File: config.mk
export PLATFORM = sky130hd
export DESIGN_NAME = spi_cfg_ctrl_flat
export DESIGN_NICKNAME = d
export VERILOG_FILES = /design/src/rtl/spi_cfg_pkg.sv /design/src/rtl/spi_cfg_ctrl_if.sv /design/src/rtl/cfg_regbank.sv /design/src/rtl/spi_cfg_ctrl.sv /design/src/flat_wrapper.sv
export SDC_FILE = /design/constraint.sdc
export NUM_CORES = 1
export LEC_CHECK = 0
export CORE_UTILIZATION = 38
export DETAILED_ROUTE_END_ITERATION = 8
export SLEW_MARGIN = 40
export SYNTH_ARGS = -nofsm -noshare
export SYNTH_HDL_FRONTEND = slang
export SYNTH_SLANG_ARGS = --single-unit
File: constraint.sdc
create_clock -name clk_i -period 15.1 [get_ports clk_i]
set_clock_uncertainty 0.2 [all_clocks]
set_input_delay 3.02 -clock clk_i [delete_from_list [all_inputs] [get_ports clk_i]]
set_output_delay 3.02 -clock clk_i [all_outputs]
set_load 0.01 [all_outputs]
File: src/rtl/spi_cfg_pkg.sv
// Shared command codes and FSM encoding for the SPI configuration sequencer.
package spi_cfg_pkg;

  localparam logic [7:0] CMD_WRITE   = 8'hA5;
  localparam logic [7:0] CMD_CLR_ERR = 8'hC3;
  localparam logic [7:0] CMD_REG_RST = 8'h3C;

  typedef enum logic [2:0] {
    ST_IDLE    = 3'd0,
    ST_CMD     = 3'd1,
    ST_ADDR    = 3'd2,
    ST_DATA    = 3'd3,
    ST_DISCARD = 3'd4
  } state_e;

endpackage

File: src/rtl/spi_cfg_ctrl_if.sv
// Byte stream from the SPI receiver plus the raw chip select.
// The receiver presents rx_data_i together with a one-cycle active-low byte_strobe_n_i;
// there is no back-pressure, every strobe is a byte that must be consumed that cycle.
interface spi_cfg_ctrl_if;
  logic [7:0] rx_data_i;
  logic       byte_strobe_n_i;
  logic       spi_csn_i;

  modport master (output rx_data_i, output byte_strobe_n_i, output spi_csn_i);
  modport slave  (input  rx_data_i, input  byte_strobe_n_i, input  spi_csn_i);
endinterface

File: src/rtl/cfg_regbank.sv
// NUM_REGS x 8 configuration register bank with single write port and clear-all.
// SPI_CFG_SHADOW_EN adds a shadow bank that is committed or reloaded once per frame.
module cfg_regbank #(
  parameter int NUM_REGS = 16,
  parameter int ADDR_W   = 4
) (
  input  logic                  clk_i,
  input  logic                  rst_i,
  input  logic                  wr_en_i,
  input  logic [ADDR_W-1:0]     wr_addr_i,
  input  logic [7:0]            wr_data_i,
  input  logic                  clr_i,
`ifdef SPI_CFG_SHADOW_EN
  input  logic                  commit_i,
  input  logic                  abort_i,
`endif
  output logic [NUM_REGS*8-1:0] regs_o,
  output logic                  update_o
);

  logic [7:0] active_q [NUM_REGS];
  logic [7:0] active_d [NUM_REGS];
  logic       update_q, update_d;

`ifdef SPI_CFG_SHADOW_EN
  logic [7:0] shadow_q [NUM_REGS];
  logic [7:0] shadow_d [NUM_REGS];

  // Commit sees this cycle's write too, so a byte coinciding with frame end is included.
  always_comb begin
    shadow_d = shadow_q;
    active_d = active_q;
    update_d = 1'b0;
    if (clr_i) begin
      for (int i = 0; i < NUM_REGS; i++) shadow_d[i] = 8'h00;
    end else if (wr_en_i) begin
      shadow_d[wr_addr_i] = wr_data_i;
    end
    if (commit_i) begin
      for (int i = 0; i < NUM_REGS; i++) begin
        active_d[i] = shadow_d[i];
        if (shadow_d[i] != active_q[i]) update_d = 1'b1;
      end
    end else if (abort_i) begin
      shadow_d = active_q;
    end
  end
`else
  always_comb begin
    active_d = active_q;
    update_d = 1'b0;
    if (clr_i) begin
      for (int i = 0; i < NUM_REGS; i++) begin
        if (active_q[i] != 8'h00) update_d = 1'b1;
        active_d[i] = 8'h00;
      end
    end else if (wr_en_i) begin
      active_d[wr_addr_i] = wr_data_i;
      update_d = (active_q[wr_addr_i] != wr_data_i);
    end
  end
`endif

  always_ff @(posedge clk_i or posedge rst_i) begin
    if (rst_i) begin
      for (int i = 0; i < NUM_REGS; i++) begin
        active_q[i] <= 8'h00;
`ifdef SPI_CFG_SHADOW_EN
        shadow_q[i] <= 8'h00;
`endif
      end
      update_q <= 1'b0;
    end else begin
      active_q <= active_d;
`ifdef SPI_CFG_SHADOW_EN
      shadow_q <= shadow_d;
`endif
      update_q <= update_d;
    end
  end

  always_comb begin
    regs_o = '0;
    for (int i = 0; i < NUM_REGS; i++) regs_o[8*i +: 8] = active_q[i];
  end

  assign update_o = update_q;

endmodule

File: src/rtl/spi_cfg_ctrl.sv
// Frame parser behind the SPI byte receiver: command, start address, data bytes into cfg_regbank.
// Optional SPI_CFG_SHADOW_EN makes each frame's register writes atomic.
module spi_cfg_ctrl
  import spi_cfg_pkg::*;
#(
  parameter int NUM_REGS = 16,
  parameter int ADDR_W   = 4
) (
  input  logic                  clk_i,
  input  logic                  rst_i,
  spi_cfg_ctrl_if.slave         spi_if,
  output logic [NUM_REGS*8-1:0] cfg_regs_o,
  output logic                  cfg_update_o,
  output logic                  err_o,
  output logic [7:0]            frame_cnt_o,
  output state_e                state_dbg_o
);

  localparam logic [8:0] NUM_REGS_W = 9'(NUM_REGS);

  logic        csn_meta_q, csn_meta_d;
  logic        csn_sync_q, csn_sync_d;
  logic        csn_prev_q, csn_prev_d;
  logic [1:0]  sync_vld_q, sync_vld_d;
  logic        armed_q, armed_d;
  state_e      state_q, state_d;
  logic [ADDR_W-1:0] ptr_q, ptr_d;
  logic        err_q, err_d;
  logic [7:0]  frame_cnt_q, frame_cnt_d;
  logic        frame_err_q, frame_err_d;

  logic        frame_end;
  logic        byte_vld;
  logic        err_raise;
  logic        wr_en;
  logic        clr_all;
  logic        commit;
  logic        abort;

  assign frame_end = csn_sync_q & ~csn_prev_q;
  assign byte_vld  = ~spi_if.byte_strobe_n_i & (state_q != ST_IDLE);

  // Synchroniser stages are preset high; sync_vld marks when csn_sync_q reflects the real pin,
  // so a frame already in progress at reset release is skipped until csn is seen high.
  always_comb begin
    csn_meta_d = spi_if.spi_csn_i;
    csn_sync_d = csn_meta_q;
    csn_prev_d = csn_sync_q;
    sync_vld_d = {sync_vld_q[0], 1'b1};
    armed_d    = armed_q | (sync_vld_q[1] & csn_sync_q);
  end

  always_comb begin
    state_d     = state_q;
    ptr_d       = ptr_q;
    err_d       = err_q;
    frame_cnt_d = frame_cnt_q;
    frame_err_d = frame_err_q;
    err_raise   = 1'b0;
    wr_en       = 1'b0;
    clr_all     = 1'b0;
    commit      = 1'b0;
    abort       = 1'b0;

    case (state_q)
      ST_IDLE: begin
        frame_err_d = 1'b0;
        if (armed_q && !csn_sync_q) state_d = ST_CMD;
      end
      ST_CMD: if (byte_vld) begin
        case (spi_if.rx_data_i)
          CMD_WRITE:   state_d = ST_ADDR;
          CMD_CLR_ERR: begin err_d = 1'b0; state_d = ST_DISCARD; end
          CMD_REG_RST: begin clr_all = 1'b1; state_d = ST_DISCARD; end
          default:     begin err_raise = 1'b1; state_d = ST_DISCARD; end
        endcase
      end
      ST_ADDR: if (byte_vld) begin
        if ({1'b0, spi_if.rx_data_i} < NUM_REGS_W) begin
          ptr_d   = spi_if.rx_data_i[ADDR_W-1:0];
          state_d = ST_DATA;
        end else begin
          err_raise = 1'b1;
          state_d   = ST_DISCARD;
        end
      end
      ST_DATA: if (byte_vld) begin
        wr_en = 1'b1;
        ptr_d = ptr_q + ADDR_W'(1);
      end
      ST_DISCARD: ;
      default: state_d = ST_IDLE;
    endcase

    if (err_raise) begin
      err_d       = 1'b1;
      frame_err_d = 1'b1;
    end

    // A byte arriving with frame end has already been handled above; now close the frame.
    if (frame_end && state_q != ST_IDLE) begin
      state_d     = ST_IDLE;
      frame_cnt_d = frame_cnt_q + 8'd1;
      commit      = ~frame_err_d;
      abort       = frame_err_d;
      frame_err_d = 1'b0;
    end
  end

  always_ff @(posedge clk_i or posedge rst_i) begin
    if (rst_i) begin
      csn_meta_q  <= 1'b1;
      csn_sync_q  <= 1'b1;
      csn_prev_q  <= 1'b1;
      sync_vld_q  <= 2'b00;
      armed_q     <= 1'b0;
      state_q     <= ST_IDLE;
      ptr_q       <= '0;
      err_q       <= 1'b0;
      frame_cnt_q <= 8'd0;
      frame_err_q <= 1'b0;
    end else begin
      csn_meta_q  <= csn_meta_d;
      csn_sync_q  <= csn_sync_d;
      csn_prev_q  <= csn_prev_d;
      sync_vld_q  <= sync_vld_d;
      armed_q     <= armed_d;
      state_q     <= state_d;
      ptr_q       <= ptr_d;
      err_q       <= err_d;
      frame_cnt_q <= frame_cnt_d;
      frame_err_q <= frame_err_d;
    end
  end

  cfg_regbank #(
    .NUM_REGS (NUM_REGS),
    .ADDR_W   (ADDR_W)
  ) u_regbank (
    .clk_i     (clk_i),
    .rst_i     (rst_i),
    .wr_en_i   (wr_en),
    .wr_addr_i (ptr_q),
    .wr_data_i (spi_if.rx_data_i),
    .clr_i     (clr_all),
`ifdef SPI_CFG_SHADOW_EN
    .commit_i  (commit),
    .abort_i   (abort),
`endif
    .regs_o    (cfg_regs_o),
    .update_o  (cfg_update_o)
  );

`ifndef SPI_CFG_SHADOW_EN
  logic unused_frame_sig;
  assign unused_frame_sig = commit | abort | frame_err_q;
`endif

  assign err_o       = err_q;
  assign frame_cnt_o = frame_cnt_q;
  assign state_dbg_o = state_q;

endmodule
File: src/flat_wrapper.sv
// flat-port wrapper written by rule: the top's interface ports become plain ports
module spi_cfg_ctrl_flat import spi_cfg_pkg::*;
#(
  parameter int NUM_REGS = 16,
  parameter int ADDR_W   = 4
)
  (clk_i, rst_i, cfg_regs_o, cfg_update_o, err_o, frame_cnt_o, state_dbg_o, spi_if_rx_data_i, spi_if_byte_strobe_n_i, spi_if_spi_csn_i);
  spi_cfg_ctrl_if spi_if_i ();
  input  logic clk_i;
  input  logic rst_i;
  output logic [NUM_REGS*8-1:0] cfg_regs_o;
  output logic cfg_update_o;
  output logic err_o;
  output logic [7:0] frame_cnt_o;
  output state_e state_dbg_o;
  input wire logic [$bits(spi_if_i.rx_data_i)-1:0] spi_if_rx_data_i;
  input wire logic [$bits(spi_if_i.byte_strobe_n_i)-1:0] spi_if_byte_strobe_n_i;
  input wire logic [$bits(spi_if_i.spi_csn_i)-1:0] spi_if_spi_csn_i;
  assign spi_if_i.rx_data_i = spi_if_rx_data_i;
  assign spi_if_i.byte_strobe_n_i = spi_if_byte_strobe_n_i;
  assign spi_if_i.spi_csn_i = spi_if_spi_csn_i;
  spi_cfg_ctrl #(.NUM_REGS(NUM_REGS), .ADDR_W(ADDR_W)) u_core (.clk_i(clk_i), .rst_i(rst_i), .spi_if(spi_if_i), .cfg_regs_o(cfg_regs_o), .cfg_update_o(cfg_update_o), .err_o(err_o), .frame_cnt_o(frame_cnt_o), .state_dbg_o(state_dbg_o));
endmodule
Yosys cells after proc, flatten, opt, wreduce, memory -nomap -nowiden. Index checks and enable logic that the tools add are counted.

Bits in registers: 151. Input port bits: 12. Output and inout bits: 141.

Add/subtract/negate cells: 2. Order comparisons: 3. Equal/unequal tests: 15. Mux-type cells: 51. Bitwise operators: 7. Reductions and logical operators: 32.

Operators by type and width (number): two-way mux 128 bit (2); bitwise mux 128 bit (1); nonzero test 8 bit (16); binary-select mux 8 bit (select 4 bit) (1); demux 8 bit (select 4 bit) (1); two-way mux 1 bit (31); two-way mux 8 bit (3); two-way mux 3 bit (6); == test 8 bit (second input constant) (2); two-way mux 4 bit (3); case mux 3 bit (4 select lines) (1); nonzero test 2 bit (5); != test 3 x 1 -> 1 bit (second input constant) (3); adder 8 x 1 -> 8 bit (second input constant) (1); == test 8 x 6 -> 1 bit (second input constant) (1); < comparator 8 x 5 -> 1 bit (second input constant) (1); != test 2 x 1 -> 1 bit (second input constant) (4); != test 8 bit (1); case mux 4 bit (2 select lines) (1); AND reduction 4 bit (2); == test 3 x 2 -> 1 bit (second input constant) (2); >= comparator 5 bit (second input constant) (1); < comparator 5 x 1 -> 1 bit (second input constant) (1); inverter 4 -> 5 bit (1); 14 further kinds (19).

Longest topological paths before layout. Gate-level depths: netlist of the first run.

Depth after elaboration: 18. Gate-level depth with buffers: 10. Gate-level depth less buffers: 7.

Modules after synthesis. From an unflattened synthesis of the first run, not the netlist that was laid out.

Cells, all modules: 681. Area total of the unflattened synthesis: 7813.7 um2.

Modules (own cells, without submodules): cfg_regbank (instances 1, cells an instance 573, area an instance 6681.4 um2, sequential area each 3228.1 um2); spi_cfg_ctrl (instances 1, cells an instance 108, area an instance 1132.3 um2, sequential area each 554.3 um2).

Worst setup path after synthesis of the first run. No wires, ideal clock.

Kind: input-to-reg. Start: in spi_if_rx_data_i[5]. End: reg u_core.ptr_q[2]. Setup time: 0.130 ns. Arrival time: 4.364 ns. Required time: 14.770 ns. Slack: 10.405 ns. Stages on the path: 5. Path buffers: 1. Cell sequence: buf_2 or4_1 a211o_1 o21ai_0 o21ai_0.

Word-level cells in the longest chain between the ends: 3.

RTL lines: from (decl) (RTL line flat_wrapper.sv:16) `input wire logic [$bits(spi_if_i.rx_data_i)-1:0] spi_if_rx_data_i;`; < comparator 8 x 5 -> 1 bit (RTL line spi_cfg_ctrl.sv:79) `if ({1'b0, spi_if.rx_data_i} < NUM_REGS_W) begin`; != test 2 x 1 -> 1 bit (no source line); AND reduction 4 bit (no source line); to (signal assigned) (RTL line spi_cfg_ctrl.sv:129) `ptr_q <= ptr_d;`; to (decl) (RTL line spi_cfg_ctrl.sv:27) `logic [ADDR_W-1:0] ptr_q, ptr_d;`.

Every way passes these cells. A chain may end at the register's enable or synchronous reset.

Final worst setup path of the first run.
Start: in spi_if_rx_data_i[4]. End: reg u_core.u_regbank.update_q (netlist: u_core.u_regbank.update_o).

Word-level cells in the longest chain between the ends: 5.

RTL lines: == test 8 x 6 -> 1 bit (RTL line spi_cfg_ctrl.sv:71) `case (spi_if.rx_data_i)`; two-way mux 1 bit (RTL line spi_cfg_ctrl.sv:71); two-way mux 1 bit (RTL line spi_cfg_ctrl.sv:70) `ST_CMD: if (byte_vld) begin`; two-way mux 1 bit (RTL line spi_cfg_ctrl.sv:65) `case (state_q)`; two-way mux 1 bit * (RTL line cfg_regbank.sv:52) `if (clr_i) begin`; named net u_core.u_regbank.update_d (RTL line cfg_regbank.sv:23) `logic update_q, update_d;`; to (signal assigned) (RTL line cfg_regbank.sv:78) `update_q <= update_d;`; to (decl) (RTL line cfg_regbank.sv:23).

The timed path passes the listed nets; every way through them passes the cells marked *.

==> impl_metrics.json, run 1 <==
{
  "area_growth_pct": 30.5,
  "dr.pass1.iters": 6,
  "mostFrequentLayoutCell": "nand2_1",
  "worst_slack_ns": 9.88,
  "criticalPathCategory": "in2reg",
  "outcome": "finished, final reports clean",
  "clk_pin_slew_worst_paths_ns": 0.06,
  "antenna_cells": 0,
  "clockPowerShare_pct": 47.6,
  "end_kind": "flop",
  "syn-cell-area_um2": 7690,
  "pwr-share-comb_pct": 9.3,
  "rsz0062_at_grt": "no",
  "clock_latency_ns": 0.43,
  "hold_viol": 0,
  "synthCells": 806,
  "syn_nets": 823,
  "synthArstFlopShare_pct": 100,
  "postLayoutCoreUtil_pct": 51.0,
  "ir_drop_mv": 0.0810,
  "grt_pass1_wl_um": 39100,
  "path_max_fanout": 20,
  "grt_usage_pct": 26.0,
  "fmax_mhz": 192,
  "drtIter0Drc": 711,
  "final_cell_mix": "223 x nand2_1, 150 x clkdlybuf4s50_1, 147 x dfrtp_1",
  "internal_power_uw": 760,
  "final-seq-area_um2": 3780,
  "synth_edf_count": 0,
  "timing.setup.tns_ns": 0,
  "avgSynthCellArea_um2": 9.54,
  "slew-limit-headroom_pct": 45.4,
  "ys_ff_latch": 151,
  "total_power_uw": 998,
  "seq_power_share_pct": 43.2,
  "grtUsageMet2_pct": 38.4,
  "period_minus_slack_ns": 5.22,
  "synth_flop_cell": "dfrtp_1",
  "ys.warnings.count": 0,
  "p_switching_uw": 238,
  "row_count": 51,
  "die_w_um": 144,
  "yosysSeqAreaShare_pct": 49.2,
  "p_leak_nw": 4.17,
  "grt_use_met3_pct": 4.93,
  "hp-class": "reg2reg",
  "busiest_layer": "met2",
  "vias": 6837,
  "fp.dieH_um": 144,
  "fin_hold_ws_ns": 0.153,
  "io_pins": 153,
  "startpoint_type": "primary input",
  "remaining_drc_errors": 0,
  "grt_pass1_vias": 6266,
  "antenna_found_initial": 0,
  "grt-ovfl-total": 0,
  "viasPerCell": 5.69,
  "cts_buffer_depth": 2,
  "slew_viol_final": 0,
  "ant_nets": 0,
  "cp_data_arrival_time_ns": 5.39,
  "clock-sinks": 151,
  "drive_gt1_share_pct": 11.0,
  "cts-root-buf": "clkbuf_16",
  "cp.required_ns": 15.27,
  "wl_um": 25900,
  "p_per_area_nw_per_um2": 99.5,
  "dieArea_um2": 20800,
  "multiInputGateArea_um2": 3630,
  "finalSetupViolCount": 0,
  "start_util_pct": 39.1,
  "grt_util_met1_pct": 37.7,
  "n_fill_cell": 1807,
  "cts_made_buffers": 17,
  "cts_tree": "done",
  "swShare_pct": 23.8,
  "io_buffers": 152,
  "place_ws_ns": 8.96,
  "routedWlPerCell_um": 21.5,
  "tightest_slew_ns": 0.818,
  "synthDistinctLibCells": 47,
  "coreArea_um2": 19700,
  "cts_htree_levels": 4,
  "hpwlAfterDp_um": 17500,
  "cts_setup_buffers": 0,
  "period_share_pct": 34.6,
  "grt_max_degree": 105,
  "cap_viol_max_count": 0,
  "ctsResizeCount": 0,
  "hold_buffers": 0,
  "place_congestion": 0.871,
  "layout.nets": 941
}
registers in the layout, indices dropped and copies added (netlist names):
name / cells
u_core.state_dbg_o: 3
u_core.csn_prev_d: 1
u_core.csn_prev_q: 1
u_core.u_regbank.regs_o: 128
u_core.sync_vld_q: 2
u_core.armed_q: 1
u_core.err_o: 1
u_core.ptr_q: 4
u_core.frame_cnt_o: 8
u_core.u_regbank.update_o: 1
u_core.csn_meta_q: 1
layer usage:
layer  vias to the layer above  wire length, µm
met5                         -                0
met4                         0              603
met3                        35             1870
met2                       304            11700
met1                      3437            11700
li1                       3061                -
final cells by class:
type	instances	share of cell area (%)
flip-flops and latches	151	37.7
multi-input cells	587	36.2
repair buffers	163	16.0
clock buffers	20	4.55
well taps	265	3.31
clock inverters	12	2.00
inverters	4	0.224
synthesized netlist by cell type, types with 5 or more instances:
cell | instances | area, µm²
clkbuf_1 | 31 | 116
buf_2 | 23 | 115
xnor2_1 | 11 | 96.3
nand4_1 | 11 | 68.8
nor2_1 | 42 | 158
a22oi_1 | 8 | 60.1
mux2i_1 | 41 | 410
buf_4 | 5 | 37.5
a21oi_1 | 7 | 35.0
mux4_2 | 24 | 541
o21ai_0 | 113 | 566
nand2b_1 | 6 | 37.5
dfrtp_1 | 148 | 3700
nor4_1 | 32 | 200
nor3_1 | 6 | 30.0
ha_1 | 5 | 62.6
o22a_1 | 8 | 70.1
nand2_1 | 223 | 837
o221a_2 | 8 | 90.1
worst max-delay path, cell delays in order:
cell and delay, ns:
clkdlybuf4s50_1 0.46, buf_4 0.32, nor4bb_1 0.63, and3_1 0.55
buf_8 0.22, o21ai_0 0.09, nand2_1 0.08
path summary, 6_finish.rpt:
check	startpoint	endpoint	slack, ns	cells after the start
worst min register to register	u_core.csn_meta_q	u_core.csn_prev_d	0.15	0
worst max register to register	u_core.ptr_q[0]	u_core.u_regbank.update_o	12.47	8
worst min-delay path	u_core.csn_meta_q	u_core.csn_prev_d	0.15	0
worst max-delay path	spi_if_rx_data_i[4]	u_core.u_regbank.update_o	9.88	7
max in group asynchronous	rst_i	u_core.u_regbank.regs_o[76]	10.81	3
min in group asynchronous	rst_i	u_core.frame_cnt_o[0]	2.90	2
logic make-up after synthesis:
group | Yosys count | share of synthesized area, %
xor gates and xnor gates | 15 | 1.71
AOI/OAI and AO/OA | 155 | 11.7
and+or+nand+nor | 343 | 19.4
buffers and inverters | 68 | 4.28
muxes | 67 | 12.7
other | 1 | 0.0488
adders and majority gates | 6 | 0.944
DFF | 151 | 49.2
through the flow:
stage | instance area [µm²] | cells
final | 10000 | 1202
after global routing | 10000 | 1202
after CTS | 10000 | 1202
after detailed placement | 9370 | 1170
after global placement | 9320 | 1169
after floorplan | 7690 | 806
power by group through the flow:
stage / Clock [mW] / Combinational [mW] / Sequential (mW)
detailed placement: 0 / 0.0930 / 0.438
global placement: 0 / 0.0920 / 0.438
floorplan: 0 / 0.0564 / 0.436
CTS: 0.479 / 0.0933 / 0.431
global route: 0.495 / 0.102 / 0.433
finish: 0.475 / 0.0925 / 0.431
(Power assumes the default switching activity.)
==> run 2: changes to the inputs <==
==> constraint.sdc (replaced) <==
create_clock -name clk_i -period 4.93 [get_ports clk_i]
set_clock_uncertainty 0.2 [all_clocks]
set_input_delay 0.986 -clock clk_i [delete_from_list [all_inputs] [get_ports clk_i]]
set_output_delay 0.986 -clock clk_i [all_outputs]
set_load 0.01 [all_outputs]
==> run 2 against run 1 <==
Effect of this change: first-iteration DRC count is 1.3% lower; die area stayed put; worst setup slack worse by 8.1 ns; largest cell class unchanged; largest power group unchanged.
==> impl_metrics.json, run 2 (synthesis gave the netlist of run 1 again) <==
{
  "end_kind": "flop",
  "coreArea_um2": 19700,
  "finalSetupViolCount": 0,
  "cts-root-buf": "clkbuf_16",
  "final_cells": 1205,
  "vias": 6813,
  "mostFrequentLayoutCell": "nand2_1",
  "final_cell_mix": "223 x nand2_1, 152 x clkdlybuf4s50_1, 146 x dfrtp_1",
  "cp_data_arrival_time_ns": 3.22,
  "ant_nets": 0,
  "outcome": "finished, final reports clean",
  "cts_tree": "done",
  "dieArea_um2": 20800,
  "dp_cells": 1172,
  "largest_reg_flops": 128,
  "start_util_pct": 39.1,
  "layout.nets": 944,
  "drive_gt1_share_pct": 10.9,
  "path_max_fanout": 104,
  "ir_drop_mv": 0.253,
  "io_pins": 153,
  "row_count": 51,
  "multiInputGateArea_um2": 3620,
  "area_growth_pct": 30.5,
  "die_w_um": 144,
  "postLayoutCoreUtil_pct": 51.0,
  "clock-sinks": 151,
  "cts_setup_buffers": 0,
  "startpoint_type": "primary input",
  "grt_usage_pct": 26.4,
  "dr.pass1.iters": 5,
  "routedWlPerCell_um": 21.7,
  "cts_htree_levels": 4,
  "period_minus_slack_ns": 3.15,
  "seq_power_share_pct": 44.5,
  "clock_latency_ns": 0.43,
  "antenna_cells": 0,
  "internal_power_mw": 2.23,
  "period_share_pct": 63.8,
  "hpwlAfterDp_um": 17500,
  "viasPerCell": 5.65,
  "slew_viol_final": 0,
  "remaining_drc_errors": 0,
  "cts_made_buffers": 17,
  "final-seq-area_um2": 3790,
  "n_fill_cell": 1835,
  "fmax_mhz": 318,
  "grt_pass1_wl_um": 39900,
  "ctsResizeCount": 0,
  "worst_slack_ns": 1.78,
  "cts_buffer_depth": 2,
  "criticalPathCategory": "in2reg",
  "drtIter0Drc": 702,
  "clockPowerShare_pct": 45.9,
  "slew-limit-headroom_pct": 42.7,
  "antenna_found_initial": 0,
  "grt_max_degree": 152,
  "timing.setup.tns_ns": 0,
  "cap_viol_max_count": 0,
  "cp.required_ns": 5.00,
  "p_leak_nw": 4.16,
  "stdcell_area_um2": 10000,
  "p_per_area_nw_per_um2": 296,
  "p_switching_uw": 736,
  "place_congestion": 0.855,
  "place_ws_ns": 1.46,
  "clk_pin_slew_worst_paths_ns": 0.06,
  "hold_viol": 0,
  "rsz0062_at_grt": "no",
  "fp.dieH_um": 144,
  "swShare_pct": 24.8,
  "grt_pass1_vias": 6394,
  "pwr-share-comb_pct": 9.6,
  "tightest_slew_ns": 0.859,
  "grt-ovfl-total": 0,
  "hp-class": "reg2reg",
  "io_buffers": 152,
  "dpl_cell_area_um2": 9390,
  "hold_buffers": 0,
  "wl_um": 26200
}
## run 2: changes by cell type in the layout (fill, tap and decap cells not counted), moves of 2 or more
cell,before,now
buf_4,8,11
buf_2,2,0
bufinv_16,5,3
clkbuf_1,1,3
clkdlybuf4s50_1,150,152
## run 2: cell type report
cell class,count,area share [%]
tap,265,3.31
multi-input combinational,587,36.1
timing repair buffer,166,16.6
clock buffer,22,4.63
clock inverter,10,1.45
sequential,151,37.8
inverter,4,0.187
## run 2: layer usage
layer  part of all wire [%]  track usage, %
met1                     45            37.9
met3                    7.3            5.53
met2                     45            39.1
met4                    2.8            10.4
met5                      0               0
## run 2: worst paths after layout
check,to,slack [ns],cells past startpoint,start
setup / recovery,u_core.u_regbank.regs_o[17],1.78,7,spi_if_rx_data_i[4]
max in group asynchronous,u_core.u_regbank.regs_o[7],2.96,4,rst_i
hold reg to reg,u_core.sync_vld_q[1],0.15,0,u_core.sync_vld_q[0]
hold / removal,u_core.sync_vld_q[1],0.15,0,u_core.sync_vld_q[0]
setup reg to reg,u_core.u_regbank.update_o,2.09,7,u_core.ptr_q[1]
min in group asynchronous,u_core.u_regbank.regs_o[90],0.76,3,rst_i
## run 2: worst max-delay path, stage by stage
cell and delay [ns]:
clkdlybuf4s50_1 0.46, buf_4 0.29, nor4bb_1 0.67, nand3_4 0.11
buf_6 0.31, nand2_1 0.17, o21ai_0 0.10
## run 2: per-stage QoR
step	total power, mW	hold slack [ns]
after floorplan	1.51	0.131
after global placement	1.63	0.133
after detailed placement	1.63	0.144
after CTS	2.99	0.156
after global routing	3.07	0.164
final	2.97	0.154
## run 2: power by group through the flow
| stage | Clock (mW) | Sequential, mW | Combinational, mW |
|---|---|---|---|
| after floorplan | 0 | 1.33 | 0.173 |
| after global placement | 0 | 1.35 | 0.280 |
| after detailed placement | 0 | 1.35 | 0.282 |
| after CTS | 1.38 | 1.32 | 0.283 |
| after global routing | 1.42 | 1.33 | 0.312 |
| final | 1.36 | 1.32 | 0.284 |
